<file path="config.mk">
export PLATFORM = sky130hd
export DESIGN_NAME = sdram_arbit_flat
export DESIGN_NICKNAME = d
export VERILOG_FILES = /design/src/rtl/sdram_arbit_if.sv /design/src/rtl/sdram_arbit.sv /design/src/flat_wrapper.sv
export SDC_FILE = /design/constraint.sdc
export NUM_CORES = 1
export LEC_CHECK = 0
export CORE_MARGIN = 2
export CORE_UTILIZATION = 33
export CTS_CLUSTER_DIAMETER = 150
export DETAILED_ROUTE_END_ITERATION = 8
export PLACE_DENSITY_LB_ADDON = 0.25
export SLEW_MARGIN = 20
export SYNTH_ARGS = -nofsm -noshare
export SYNTH_HDL_FRONTEND = slang
export SYNTH_SLANG_ARGS = --single-unit
</file>
<file path="constraint.sdc">
create_clock -name sclk -period 1.6 [get_ports sclk]
set_clock_uncertainty 0.1 [all_clocks]
set_input_delay 0.32 -clock sclk [delete_from_list [all_inputs] [get_ports sclk]]
set_output_delay 0.32 -clock sclk [all_outputs]
set_load 0.01 [all_outputs]
</file>
<file path="src/rtl/sdram_arbit_if.sv">
// Bus bundle between the SDRAM phase arbiter and its requesters / SDRAM pins.
// The arbiter uses the slave modport; the requester side uses master.
interface sdram_arbit_if #(
    parameter int ADDR_W = 12,
    parameter int BANK_W = 2
);
    logic              init_end;
    logic [3:0]        init_cmd;
    logic [ADDR_W-1:0] init_addr;

    logic              aref_req;
    logic              wr_req;
    logic              rd_req;
    logic              aref_end;
    logic              wr_end;
    logic              rd_end;

    logic [3:0]        aref_cmd;
    logic [ADDR_W-1:0] aref_addr;
    logic [3:0]        wr_cmd;
    logic [ADDR_W-1:0] wr_addr;
    logic [BANK_W-1:0] wr_bank;
    logic [3:0]        rd_cmd;
    logic [ADDR_W-1:0] rd_addr;
    logic [BANK_W-1:0] rd_bank;

    logic              aref_en;
    logic              wr_en;
    logic              rd_en;

    logic [3:0]        sdram_cmd;
    logic [ADDR_W-1:0] sdram_addr;
    logic [BANK_W-1:0] sdram_bank;

    modport slave (
        input  init_end, init_cmd, init_addr,
        input  aref_req, wr_req, rd_req,
        input  aref_end, wr_end, rd_end,
        input  aref_cmd, aref_addr,
        input  wr_cmd, wr_addr, wr_bank,
        input  rd_cmd, rd_addr, rd_bank,
        output aref_en, wr_en, rd_en,
        output sdram_cmd, sdram_addr, sdram_bank
    );

    modport master (
        output init_end, init_cmd, init_addr,
        output aref_req, wr_req, rd_req,
        output aref_end, wr_end, rd_end,
        output aref_cmd, aref_addr,
        output wr_cmd, wr_addr, wr_bank,
        output rd_cmd, rd_addr, rd_bank,
        input  aref_en, wr_en, rd_en,
        input  sdram_cmd, sdram_addr, sdram_bank
    );
endinterface

</file>
<file path="src/rtl/sdram_arbit.sv">
// SDRAM phase arbiter: init pass-through, then refresh/write/read bus ownership.
// Define ARB_RR_EN to alternate write/read grants when both are pending.
module sdram_arbit #(
    parameter logic [3:0] CMD_NOP = 4'b0111,
    parameter int         ADDR_W  = 12,
    parameter int         BANK_W  = 2
) (
    input logic          sclk,
    input logic          s_rst_n,
    sdram_arbit_if.slave bus
);

    typedef enum logic [2:0] {
        ST_IDLE,
        ST_ARBIT,
        ST_AREF,
        ST_WRITE,
        ST_READ
    } state_t;

    state_t            state_q, state_d;
    logic [3:0]        cmd_q, cmd_d;
    logic [ADDR_W-1:0] addr_q, addr_d;
    logic [BANK_W-1:0] bank_q, bank_d;
    logic              pick_wr;

`ifdef ARB_RR_EN
    logic last_rd_q, last_rd_d;

    // Write yields only when read is also pending and write won last time.
    always_comb begin
        pick_wr = bus.wr_req && !(bus.rd_req && !last_rd_q);
    end
`else
    always_comb begin
        pick_wr = bus.wr_req;
    end
`endif

    always_comb begin
        state_d = state_q;
        cmd_d   = CMD_NOP;
        addr_d  = '0;
        bank_d  = '0;
`ifdef ARB_RR_EN
        last_rd_d = last_rd_q;
`endif
        case (state_q)
            ST_IDLE: begin
                cmd_d  = bus.init_cmd;
                addr_d = bus.init_addr;
                if (bus.init_end) begin
                    state_d = ST_ARBIT;
                end
            end
            ST_ARBIT: begin
                if (bus.aref_req) begin
                    state_d = ST_AREF;
                end else if (pick_wr) begin
                    state_d = ST_WRITE;
`ifdef ARB_RR_EN
                    last_rd_d = 1'b0;
`endif
                end else if (bus.rd_req) begin
                    state_d = ST_READ;
`ifdef ARB_RR_EN
                    last_rd_d = 1'b1;
`endif
                end
            end
            ST_AREF: begin
                cmd_d  = bus.aref_cmd;
                addr_d = bus.aref_addr;
                if (bus.aref_end) begin
                    state_d = ST_ARBIT;
                end
            end
            ST_WRITE: begin
                cmd_d  = bus.wr_cmd;
                addr_d = bus.wr_addr;
                bank_d = bus.wr_bank;
                if (bus.wr_end) begin
                    state_d = ST_ARBIT;
                end
            end
            ST_READ: begin
                cmd_d  = bus.rd_cmd;
                addr_d = bus.rd_addr;
                bank_d = bus.rd_bank;
                if (bus.rd_end) begin
                    state_d = ST_ARBIT;
                end
            end
            default: begin
                state_d = ST_IDLE;
            end
        endcase
    end

    always_ff @(posedge sclk or negedge s_rst_n) begin
        if (!s_rst_n) begin
            state_q <= ST_IDLE;
            cmd_q   <= CMD_NOP;
            addr_q  <= '0;
            bank_q  <= '0;
        end else begin
            state_q <= state_d;
            cmd_q   <= cmd_d;
            addr_q  <= addr_d;
            bank_q  <= bank_d;
        end
    end

`ifdef ARB_RR_EN
    always_ff @(posedge sclk or negedge s_rst_n) begin
        if (!s_rst_n) begin
            last_rd_q <= 1'b1;
        end else begin
            last_rd_q <= last_rd_d;
        end
    end
`endif

    // Grants decode straight from the state register so reset drops them at once.
    assign bus.aref_en    = (state_q == ST_AREF);
    assign bus.wr_en      = (state_q == ST_WRITE);
    assign bus.rd_en      = (state_q == ST_READ);
    assign bus.sdram_cmd  = cmd_q;
    assign bus.sdram_addr = addr_q;
    assign bus.sdram_bank = bank_q;

endmodule
</file>
<file path="src/flat_wrapper.sv">
// flat-port wrapper written by rule: the top's interface ports become plain ports
module sdram_arbit_flat 
#(
    parameter logic [3:0] CMD_NOP = 4'b0111,
    parameter int         ADDR_W  = 12,
    parameter int         BANK_W  = 2
)
  (sclk, s_rst_n, bus_init_end, bus_init_cmd, bus_init_addr, bus_aref_req, bus_wr_req, bus_rd_req, bus_aref_end, bus_wr_end, bus_rd_end, bus_aref_cmd, bus_aref_addr, bus_wr_cmd, bus_wr_addr, bus_wr_bank, bus_rd_cmd, bus_rd_addr, bus_rd_bank, bus_aref_en, bus_wr_en, bus_rd_en, bus_sdram_cmd, bus_sdram_addr, bus_sdram_bank);
  sdram_arbit_if #(.ADDR_W(ADDR_W), .BANK_W(BANK_W)) bus_i ();
  input logic sclk;
  input logic s_rst_n;
  input wire logic [$bits(bus_i.init_end)-1:0] bus_init_end;
  input wire logic [$bits(bus_i.init_cmd)-1:0] bus_init_cmd;
  input wire logic [$bits(bus_i.init_addr)-1:0] bus_init_addr;
  input wire logic [$bits(bus_i.aref_req)-1:0] bus_aref_req;
  input wire logic [$bits(bus_i.wr_req)-1:0] bus_wr_req;
  input wire logic [$bits(bus_i.rd_req)-1:0] bus_rd_req;
  input wire logic [$bits(bus_i.aref_end)-1:0] bus_aref_end;
  input wire logic [$bits(bus_i.wr_end)-1:0] bus_wr_end;
  input wire logic [$bits(bus_i.rd_end)-1:0] bus_rd_end;
  input wire logic [$bits(bus_i.aref_cmd)-1:0] bus_aref_cmd;
  input wire logic [$bits(bus_i.aref_addr)-1:0] bus_aref_addr;
  input wire logic [$bits(bus_i.wr_cmd)-1:0] bus_wr_cmd;
  input wire logic [$bits(bus_i.wr_addr)-1:0] bus_wr_addr;
  input wire logic [$bits(bus_i.wr_bank)-1:0] bus_wr_bank;
  input wire logic [$bits(bus_i.rd_cmd)-1:0] bus_rd_cmd;
  input wire logic [$bits(bus_i.rd_addr)-1:0] bus_rd_addr;
  input wire logic [$bits(bus_i.rd_bank)-1:0] bus_rd_bank;
  output wire logic [$bits(bus_i.aref_en)-1:0] bus_aref_en;
  output wire logic [$bits(bus_i.wr_en)-1:0] bus_wr_en;
  output wire logic [$bits(bus_i.rd_en)-1:0] bus_rd_en;
  output wire logic [$bits(bus_i.sdram_cmd)-1:0] bus_sdram_cmd;
  output wire logic [$bits(bus_i.sdram_addr)-1:0] bus_sdram_addr;
  output wire logic [$bits(bus_i.sdram_bank)-1:0] bus_sdram_bank;
  assign bus_i.init_end = bus_init_end;
  assign bus_i.init_cmd = bus_init_cmd;
  assign bus_i.init_addr = bus_init_addr;
  assign bus_i.aref_req = bus_aref_req;
  assign bus_i.wr_req = bus_wr_req;
  assign bus_i.rd_req = bus_rd_req;
  assign bus_i.aref_end = bus_aref_end;
  assign bus_i.wr_end = bus_wr_end;
  assign bus_i.rd_end = bus_rd_end;
  assign bus_i.aref_cmd = bus_aref_cmd;
  assign bus_i.aref_addr = bus_aref_addr;
  assign bus_i.wr_cmd = bus_wr_cmd;
  assign bus_i.wr_addr = bus_wr_addr;
  assign bus_i.wr_bank = bus_wr_bank;
  assign bus_i.rd_cmd = bus_rd_cmd;
  assign bus_i.rd_addr = bus_rd_addr;
  assign bus_i.rd_bank = bus_rd_bank;
  assign bus_aref_en = bus_i.aref_en;
  assign bus_wr_en = bus_i.wr_en;
  assign bus_rd_en = bus_i.rd_en;
  assign bus_sdram_cmd = bus_i.sdram_cmd;
  assign bus_sdram_addr = bus_i.sdram_addr;
  assign bus_sdram_bank = bus_i.sdram_bank;
  sdram_arbit #(.CMD_NOP(CMD_NOP), .ADDR_W(ADDR_W), .BANK_W(BANK_W)) u_core (.sclk(sclk), .s_rst_n(s_rst_n), .bus(bus_i));
endmodule
</file>
; ---- Yosys cells after proc, flatten, opt, wreduce, memory -nomap -nowiden
; Cells that the tools add are included.
[totals]
ff_bits = 21
latch_bits = 0
mem_bits_rw = 0
rom_bits = 0
in_bits = 77
output_inout_bits = 21
n_memories = 0
[classes]
add_sub_neg = 0
n_mul = 0
div_mod_pow = 0
n_lt_le_gt_ge = 0
n_eq_ne = 9
shifts = 0
mux = 11
n_bitwise = 0
reduce_logical = 2
[ops]
columns = op, n
row1 = $pmux W12 S4, 1
row2 = $mux W3, 7
row3 = $pmux W4 S4, 1
row4 = $pmux W3 S5, 1
row5 = $ne A2 B2 Y1 const B, 4
row6 = $eq A3 B2 Y1 const B, 2
row7 = $reduce_and A5 Y1, 1
row8 = $ne A4 B4 Y1 const B, 1
row9 = $pmux W2 S2, 1
row10 = $eq A3 B1 Y1 const B, 1
row11 = $eq A3 B3 Y1 const B, 1
row12 = $logic_not A3 Y1, 1

; ---- Logic depth before layout (Yosys ltp)
; Gate-level depths: netlist of run 1.
[logic_depth]
word_depth = 4
depth_mapped = 6

; ---- Worst setup path after synthesis of run 1
; OpenSTA, ideal clock, no wires.
[synth_path]
path_kind = flip-flop to output port
start = reg u_core.state_q[0]
end = out bus_aref_en
arrival_time_ps = 1109
t_required_ps = 1180
path_slack_ps = 71
stages_incl_launch_ff = 6
path_buffers = 3
path_cell_list = dfrtp_1 -> buf_6 -> or2_1 -> buf_6 -> buf_6 -> nor2_1
[synth_via]
elab_chain_cells = 1
[synth_rtl]
columns = item, line_no
row1 = from (decl), sdram_arbit.sv:21  ; state_t state_q, state_d;
row2 = from (signal assigned), sdram_arbit.sv:107  ; state_q <= state_d;
row3 = $eq A3 B2 Y1, sdram_arbit.sv:125  ; assign bus.aref_en = (state_q == ST_AREF);
row4 = to (decl), flat_wrapper.sv:29  ; output wire logic [$bits(bus_i.aref_en)-1:0] bus_aref_en;
; No other way between the ends.

; ---- Final worst setup path of run 1
[layout_path]
start = reg u_core.state_q[0]
end = out bus_rd_en
[layout_via]
elab_chain_cells = 1
[layout_rtl]
columns = item, line_no
row1 = $eq A3 B3 Y1, sdram_arbit.sv:127  ; assign bus.rd_en = (state_q == ST_READ);
row2 = to (decl), flat_wrapper.sv:31  ; output wire logic [$bits(bus_i.rd_en)-1:0] bus_rd_en;
; No other way between the ends.

==> impl_metrics.env, run 1 <==
export IMPL_drt_initial_drc_count=38
export IMPL_place_gp_congestion=0.778
export IMPL_cts_tree="built"
export IMPL_clkSinkCount=21
export IMPL_area_growth_syn_to_layout_pct=91.7
export IMPL_multi_input_comb_area_sq_um=609
export IMPL_endpoint_kind="primary output"
export IMPL_avgRoutedWirePerCell_microns=14.6
export IMPL_port_buffers=97
export IMPL_synthSimpleGateAreaFrac_pct=7.16
export IMPL_timing_rr_start="u_core.state_q[0]"
export IMPL_grt_setup_unrepaired="true"
export IMPL_reg2regPathDepth=4
export IMPL_cellLeakagePower_nw=1.13
export IMPL_initial_antenna_violation_count=0
export IMPL_cts_buffer_depth=2
export IMPL_synthAdderAreaFrac_pct=0
export IMPL_post_route_period_util_pct=98.9
export IMPL_drive_above_1_share_pct=14.7
export IMPL_worst_ep_required_time_ns=1.18
export IMPL_io_pins=98
export IMPL_cts_max_level=1
export IMPL_grt_remaining_overflow=0
export IMPL_clkLatencyLatePin_ns=0.26
export IMPL_reg2reg_setup_slack_ns=0.11
export IMPL_timing_final_max_slew_violations=0
export IMPL_synth_sequential_area_ratio_pct=42.6
export IMPL_die_w_microns=65.3
export IMPL_clock_fmax_mhz=632
export IMPL_timing_critical_path_from="u_core.state_q[0]"
export IMPL_compound_gate_portion_of_the_synthesized_area_pct=23.3
export IMPL_synthCells=117
export IMPL_worst_pin_slew_ns=0.276
export IMPL_stdcell_area_sq_mm=0.00238
export IMPL_mostFrequentLayoutCells="89 x sky130_fd_sc_hd__clkdlybuf4s50_1, 20 x sky130_fd_sc_hd__mux2i_1, 17 x sky130_fd_sc_hd__dfrtp_1"
export IMPL_crit_path_max_fanout=3
export IMPL_worst_setup_path_type="reg -> out"
export IMPL_layout_min_cycle_time_ns=1.58
export IMPL_main_combinational_cell_family_by_area_after_synthesis="compound AO/OA/AOI/OAI gates"
export IMPL_yosysWarnings=0
export IMPL_yosys_area_share_xor_xnor_pct=0
export IMPL_synth_enable_flop_cells=0
export IMPL_final_net_count=302
export IMPL_leading_cell_type_in_the_layout_fill_and_taps_excluded="sky130_fd_sc_hd__clkdlybuf4s50_1"
export IMPL_grt_most_used_layer="met2"
export IMPL_cts_buffers_inserted=3
export IMPL_vdd_drop_max_v=0.000749
export IMPL_setup_tns_final_ns=0
export IMPL_initial_utilization_pct=34.2
export IMPL_hold_buffers=0
export IMPL_viasPerCell=4.87
export IMPL_yosys_area_top_type="sky130_fd_sc_hd__dfrtp_1"
export IMPL_synth_area_sq_mm=0.00124
export IMPL_synthTopCellsByArea="sky130_fd_sc_hd__dfrtp_1 36%, sky130_fd_sc_hd__mux2i_1 16%, sky130_fd_sc_hd__o32ai_1 9.2%, sky130_fd_sc_hd__a21o_1 7.9%, sky130_fd_sc_hd__dfstp_2 6.4%"
export IMPL_postRouteWirelength_microns=3980
export IMPL_length_of_the_first_detailed_routing_pass_in_iterations=4
export IMPL_place_detailed_hpwl_microns=3090
export IMPL_timing_max_slew_rel_slack_pct=81.6
export IMPL_yosys_cell_types_count=25
export IMPL_min_delay_path_class="in -> async"
export IMPL_fillers=312
export IMPL_placedInstanceArea_sq_mm=0.00230
export IMPL_finalHoldViolations=0
export IMPL_floorplan_core_area_sq_mm=0.00363
export IMPL_finalSetupViolations=0
export IMPL_grt_start_max_net_pins=22
export IMPL_grt_util_all_layers_pct=18.9
export IMPL_drc_errors=0
export IMPL_power_density_mw_per_mm2=1350
export IMPL_worst_setup_path_start_kind="register"
export IMPL_main_flop_type_after_synthesis="sky130_fd_sc_hd__dfrtp_1"
export IMPL_grt_use_met1_pct=23.9
export IMPL_crit_end="bus_rd_en"
export IMPL_r2r_end="u_core.state_q[2]"
export IMPL_cp_arrival_ns=1.16
export IMPL_layout_area_seq_sq_um=531
export IMPL_fp_row_count=22
export IMPL_synth_net_count=194
export IMPL_route_vias_total=1324
export IMPL_cts_reportedPaths_clkPinSlew_ns=0.08
export IMPL_grt_pass1_vias=1335
export IMPL_grtUsageMet2_pct=32.1
export IMPL_share_of_cell_area_taken_by_muxes_after_synthesis_pct=16.1
export IMPL_gr_usage_met3_pct=4.45
export IMPL_die_area_sq_mm=0.00427
export IMPL_cts_root_buf="sky130_fd_sc_hd__clkbuf_8"
export IMPL_outcome="complete, no violations"
export IMPL_ffs_latches_synth=21
export IMPL_maximum_capacitance_violations=0
export IMPL_synth_top_cell_area_share_pct=36.3
export IMPL_post_route_util_pct=65.5
export IMPL_postSynth_asyncResetShare_pct=100
export IMPL_antenna_diode_count=0
export IMPL_die_h_microns=65.3
export IMPL_drt_antenna_net_count=0
export IMPL_grt_first_pass_wirelength_microns=6110
export IMPL_avg_synthesized_cell_area_sq_um=10.6
-- cell families (layout without fill, tap and decap cells) --
kind of cell	count (synthesis)	after routing
multiplexers	20	20
AND/OR/NAND/NOR	15	15
buffers and inverters	24	131
flip-flops	21	21
AO/OA/AOI/OAI	37	37
-- how the worst min path moves through the flow --
stage,slack (ns),depth (start not counted),endpoint
floorplan,-0.08,0,u_core.bus.sdram_addr[0]
global placement,0.56,2,u_core.state_q[2]
detailed placement,0.58,2,u_core.state_q[2]
CTS,0.32,2,u_core.bus.sdram_bank[1]
global route,0.33,2,u_core.bus.sdram_bank[1]
finish,0.31,2,u_core.bus.sdram_bank[1]
-- timing repair --
action | CTS | global route
hold endpoints to repair | 0 | 0
gates resized for setup | 17 | 8
buffers inserted | 0 | 1
pin swaps | 1 | 2
setup endpoints to repair | 19 | 18
-- stage by stage --
step	instances	power (W)	setup WS (ns)	hold WS, ns
after CTS	271	0.00317	-0.0150	0.324
after global routing	272	0.00344	-0.0236	0.332
after detailed placement	267	0.00285	-0.127	0.583
final	272	0.00321	0.0183	0.312
after global placement	267	0.00280	-0.0913	0.558
after floorplan	117	0.00196	0.0707	-0.0756
-- flip-flops by register name, summed over array words and instances (netlist names) --
register and count:
u_core.state_q 3, u_core.bus.sdram_addr 12, u_core.bus.sdram_cmd 4, u_core.bus.sdram_bank 2
-- Yosys cell counts (2+ instances only) --
cell type / count
sky130_fd_sc_hd__dfstp_2: 3
sky130_fd_sc_hd__o32ai_1: 13
sky130_fd_sc_hd__a22oi_1: 3
sky130_fd_sc_hd__buf_2: 5
sky130_fd_sc_hd__nand2_1: 2
sky130_fd_sc_hd__buf_6: 5
sky130_fd_sc_hd__dfrtp_1: 18
sky130_fd_sc_hd__mux2i_1: 20
sky130_fd_sc_hd__nor2_1: 5
sky130_fd_sc_hd__inv_1: 14
sky130_fd_sc_hd__a21o_1: 13
sky130_fd_sc_hd__a22o_1: 2
sky130_fd_sc_hd__a21oi_1: 2
-- cell type report --
class,instances,area share [%]
Timing Repair Buffer,113,45.4
Clock buffer,3,1.74
Tap cell,48,2.52
Multi-Input combinational cell,72,25.6
Inverter,14,2.21
Clock inverter,1,0.210
Sequential cell,21,22.3
-- critical path, cell delays in order, from the launching register on --
cell and delay, ns:
sky130_fd_sc_hd__dfrtp_1 0.41, sky130_fd_sc_hd__buf_6 0.13, sky130_fd_sc_hd__nor3b_4 0.20, sky130_fd_sc_hd__buf_2 0.17
-- power breakdown --
group          switching [W]  internal, W
Combinational       0.000882      0.00110
Clock               0.000172     0.000173
Sequential         0.0000952     0.000788
Total                0.00115      0.00206
-- per-layer routing --
layer / vias up / share of wire (%) / wire length (microns)
li1: 640 / - / -
met1: 614 / 42 / 1660
met2: 68 / 49 / 1940
met3: 2 / 9.1 / 362
met4: 0 / 0.48 / 19
met5: - / 0 / 0
(Power assumes the default switching activity.)
==> run 2: changes to the inputs <==
--- a/config.mk
+++ b/config.mk
@@ -6,10 +6,12 @@
 export NUM_CORES = 1
 export LEC_CHECK = 0
 export CORE_MARGIN = 2
-export CORE_UTILIZATION = 33
+export CORE_UTILIZATION = 36
 export CTS_CLUSTER_DIAMETER = 150
 export DETAILED_ROUTE_END_ITERATION = 8
+export GPL_TIMING_DRIVEN = 1
 export PLACE_DENSITY_LB_ADDON = 0.25
+export SETUP_SLACK_MARGIN = 0.05
 export SLEW_MARGIN = 20
 export SYNTH_ARGS = -nofsm -noshare
 export SYNTH_HDL_FRONTEND = slang
==> constraint.sdc (replaced) <==
create_clock -name sclk -period 1.85 [get_ports sclk]
set_clock_uncertainty 0.1 [all_clocks]
set_input_delay 0.37 -clock sclk [delete_from_list [all_inputs] [get_ports sclk]]
set_output_delay 0.37 -clock sclk [all_outputs]
set_load 0.01 [all_outputs]
==> run 2 against run 1 <==
Power decreased by 19%. Cell count decreased by 1.8%. Routed wire length decreased by 4.9%. Critical path depth unchanged. Sequential cell count unchanged. Worst hold slack got worse by 0.099 ns. Sequential power decreased by 13%. Via count decreased by 0.98%. Clock power decreased by 35%. Cell area decreased by 3.2%. Largest cell class unchanged.
==> impl_metrics.env, run 2 (same netlist as run 1, synthesis figures left out) <==
export IMPL_timing_final_max_slew_violations=0
export IMPL_antenna_diode_count=0
export IMPL_avgRoutedWirePerCell_microns=14.2
export IMPL_hold_buffers=0
export IMPL_power_density_mw_per_mm2=1130
export IMPL_io_pins=98
export IMPL_postRouteWirelength_microns=3790
export IMPL_drive_above_1_share_pct=11.8
export IMPL_place_inst=262
export IMPL_fillers=270
export IMPL_leading_cell_type_in_the_layout_fill_and_taps_excluded="sky130_fd_sc_hd__clkdlybuf4s50_1"
export IMPL_initial_antenna_violation_count=0
export IMPL_largest_register_ffs=12
export IMPL_layout_area_seq_sq_um=531
export IMPL_viasPerCell=4.91
export IMPL_finalHoldViolations=0
export IMPL_layout_min_cycle_time_ns=1.68
export IMPL_cp_arrival_ns=1.21
export IMPL_cts_root_buf="sky130_fd_sc_hd__clkbuf_4"
export IMPL_length_of_the_first_detailed_routing_pass_in_iterations=4
export IMPL_place_gp_congestion=0.778
export IMPL_worst_pin_slew_ns=0.320
export IMPL_cts_max_level=1
export IMPL_die_w_microns=62.7
export IMPL_timing_max_slew_rel_slack_pct=78.6
export IMPL_reg2reg_setup_slack_ns=0.21
export IMPL_clkSinkCount=21
export IMPL_multi_input_comb_area_sq_um=587
export IMPL_finalSetupViolations=0
export IMPL_crit_path_max_fanout=4
export IMPL_post_route_period_util_pct=90.7
export IMPL_r2r_end="u_core.bus.sdram_addr[7]"
export IMPL_die_h_microns=62.7
export IMPL_area_growth_syn_to_layout_pct=85.6
export IMPL_cts_tree="built"
export IMPL_initial_utilization_pct=37.5
export IMPL_grt_start_max_net_pins=16
export IMPL_final_instance_count_excl_fill=267
export IMPL_drt_antenna_net_count=0
export IMPL_final_net_count=299
export IMPL_worst_setup_path_type="reg -> out"
export IMPL_drc_errors=0
export IMPL_mostFrequentLayoutCells="91 x sky130_fd_sc_hd__clkdlybuf4s50_1, 20 x sky130_fd_sc_hd__mux2i_1, 17 x sky130_fd_sc_hd__dfrtp_1"
export IMPL_cellLeakagePower_nw=1.07
export IMPL_drt_initial_drc_count=55
export IMPL_endpoint_kind="primary output"
export IMPL_timing_rr_start="u_core.state_q[1]"
export IMPL_cts_buffer_depth=2
export IMPL_fp_row_count=21
export IMPL_clock_fmax_mhz=596
export IMPL_cts_buffers_inserted=3
export IMPL_maximum_capacitance_violations=0
export IMPL_worst_setup_path_start_kind="register"
export IMPL_route_vias_total=1311
export IMPL_port_buffers=97
export IMPL_grt_remaining_overflow=0
export IMPL_grt_util_all_layers_pct=20.6
export IMPL_clkLatencyLatePin_ns=0.30
export IMPL_place_detailed_hpwl_microns=3110
export IMPL_setup_tns_final_ns=0
export IMPL_grt_setup_unrepaired="false"
export IMPL_reg2regPathDepth=4
export IMPL_worst_ep_required_time_ns=1.38
export IMPL_grt_pass1_vias=1409
export IMPL_vdd_drop_max_v=0.000634
export IMPL_grt_first_pass_wirelength_microns=6410
export IMPL_cts_reportedPaths_clkPinSlew_ns=0.12
export IMPL_floorplan_core_area_sq_mm=0.00331
export IMPL_min_delay_path_class="in -> async"
export IMPL_die_area_sq_mm=0.00393
export IMPL_outcome="complete, no violations"
## run 2: repair_timing
| item | CTS | global route |
|---|---|---|
| resized for setup | 11 | 6 |
| setup endpoints to repair | 6 | 10 |
| buffers inserted | 0 | 1 |
## run 2: how the worst max path moves through the flow
stage,depth (start not counted),endpoint,start,slack [ns]
after floorplan,5,bus_aref_en,u_core.state_q[0],0.27
after global placement,3,bus_aref_en,u_core.state_q[2],0.08
after detailed placement,3,bus_aref_en,u_core.state_q[1],0.08
after CTS,3,bus_aref_en,u_core.state_q[2],0.01
after global routing,3,bus_aref_en,u_core.state_q[2],0.06
final,3,bus_rd_en,u_core.state_q[0],0.17
## run 2: routing by layer
metal	up-vias	global-route usage [%]	part of all wire (%)
met2	61	38.4	52
met5	-	0	0
met4	0	8.06	2.3
met1	612	22.8	39
met3	8	4.14	6.7
li1	630	-	-
## run 2: where the power goes
part           switching [W]  total, W  internal [W]  leakage, nW
Sequential         0.0000873  0.000767      0.000680        0.257
Combinational       0.000710   0.00160      0.000893        0.800
Clock               0.000140  0.000224     0.0000839       0.0150
## run 2: cell type report
class,instances,area share [%]
inverter,14,2.28
sequential,21,23.0
multi-input combinational,72,25.5
tap,46,2.50
clock buffer,4,1.14
timing repair buffer,110,45.6
## run 2: critical path, cell delays in order, from the launching register on
cell                      delay, ns
sky130_fd_sc_hd__dfrtp_1       0.42
sky130_fd_sc_hd__buf_4         0.15
sky130_fd_sc_hd__nor3b_4       0.18
sky130_fd_sc_hd__buf_2         0.16
## run 2: stage by stage
stage	total power [W]	util (%)	area, sq um	hold slack (ns)	worst slack [ns]
after floorplan	0.00170	-	1240	-0.0256	0.271
after global placement	0.00238	68.8	2280	0.460	0.0829
after detailed placement	0.00242	68.8	2280	0.487	0.0791
after CTS	0.00262	69.6	2300	0.218	0.0135
after global routing	0.00279	69.6	2300	0.202	0.0556
final	0.00259	69.6	2300	0.213	0.171
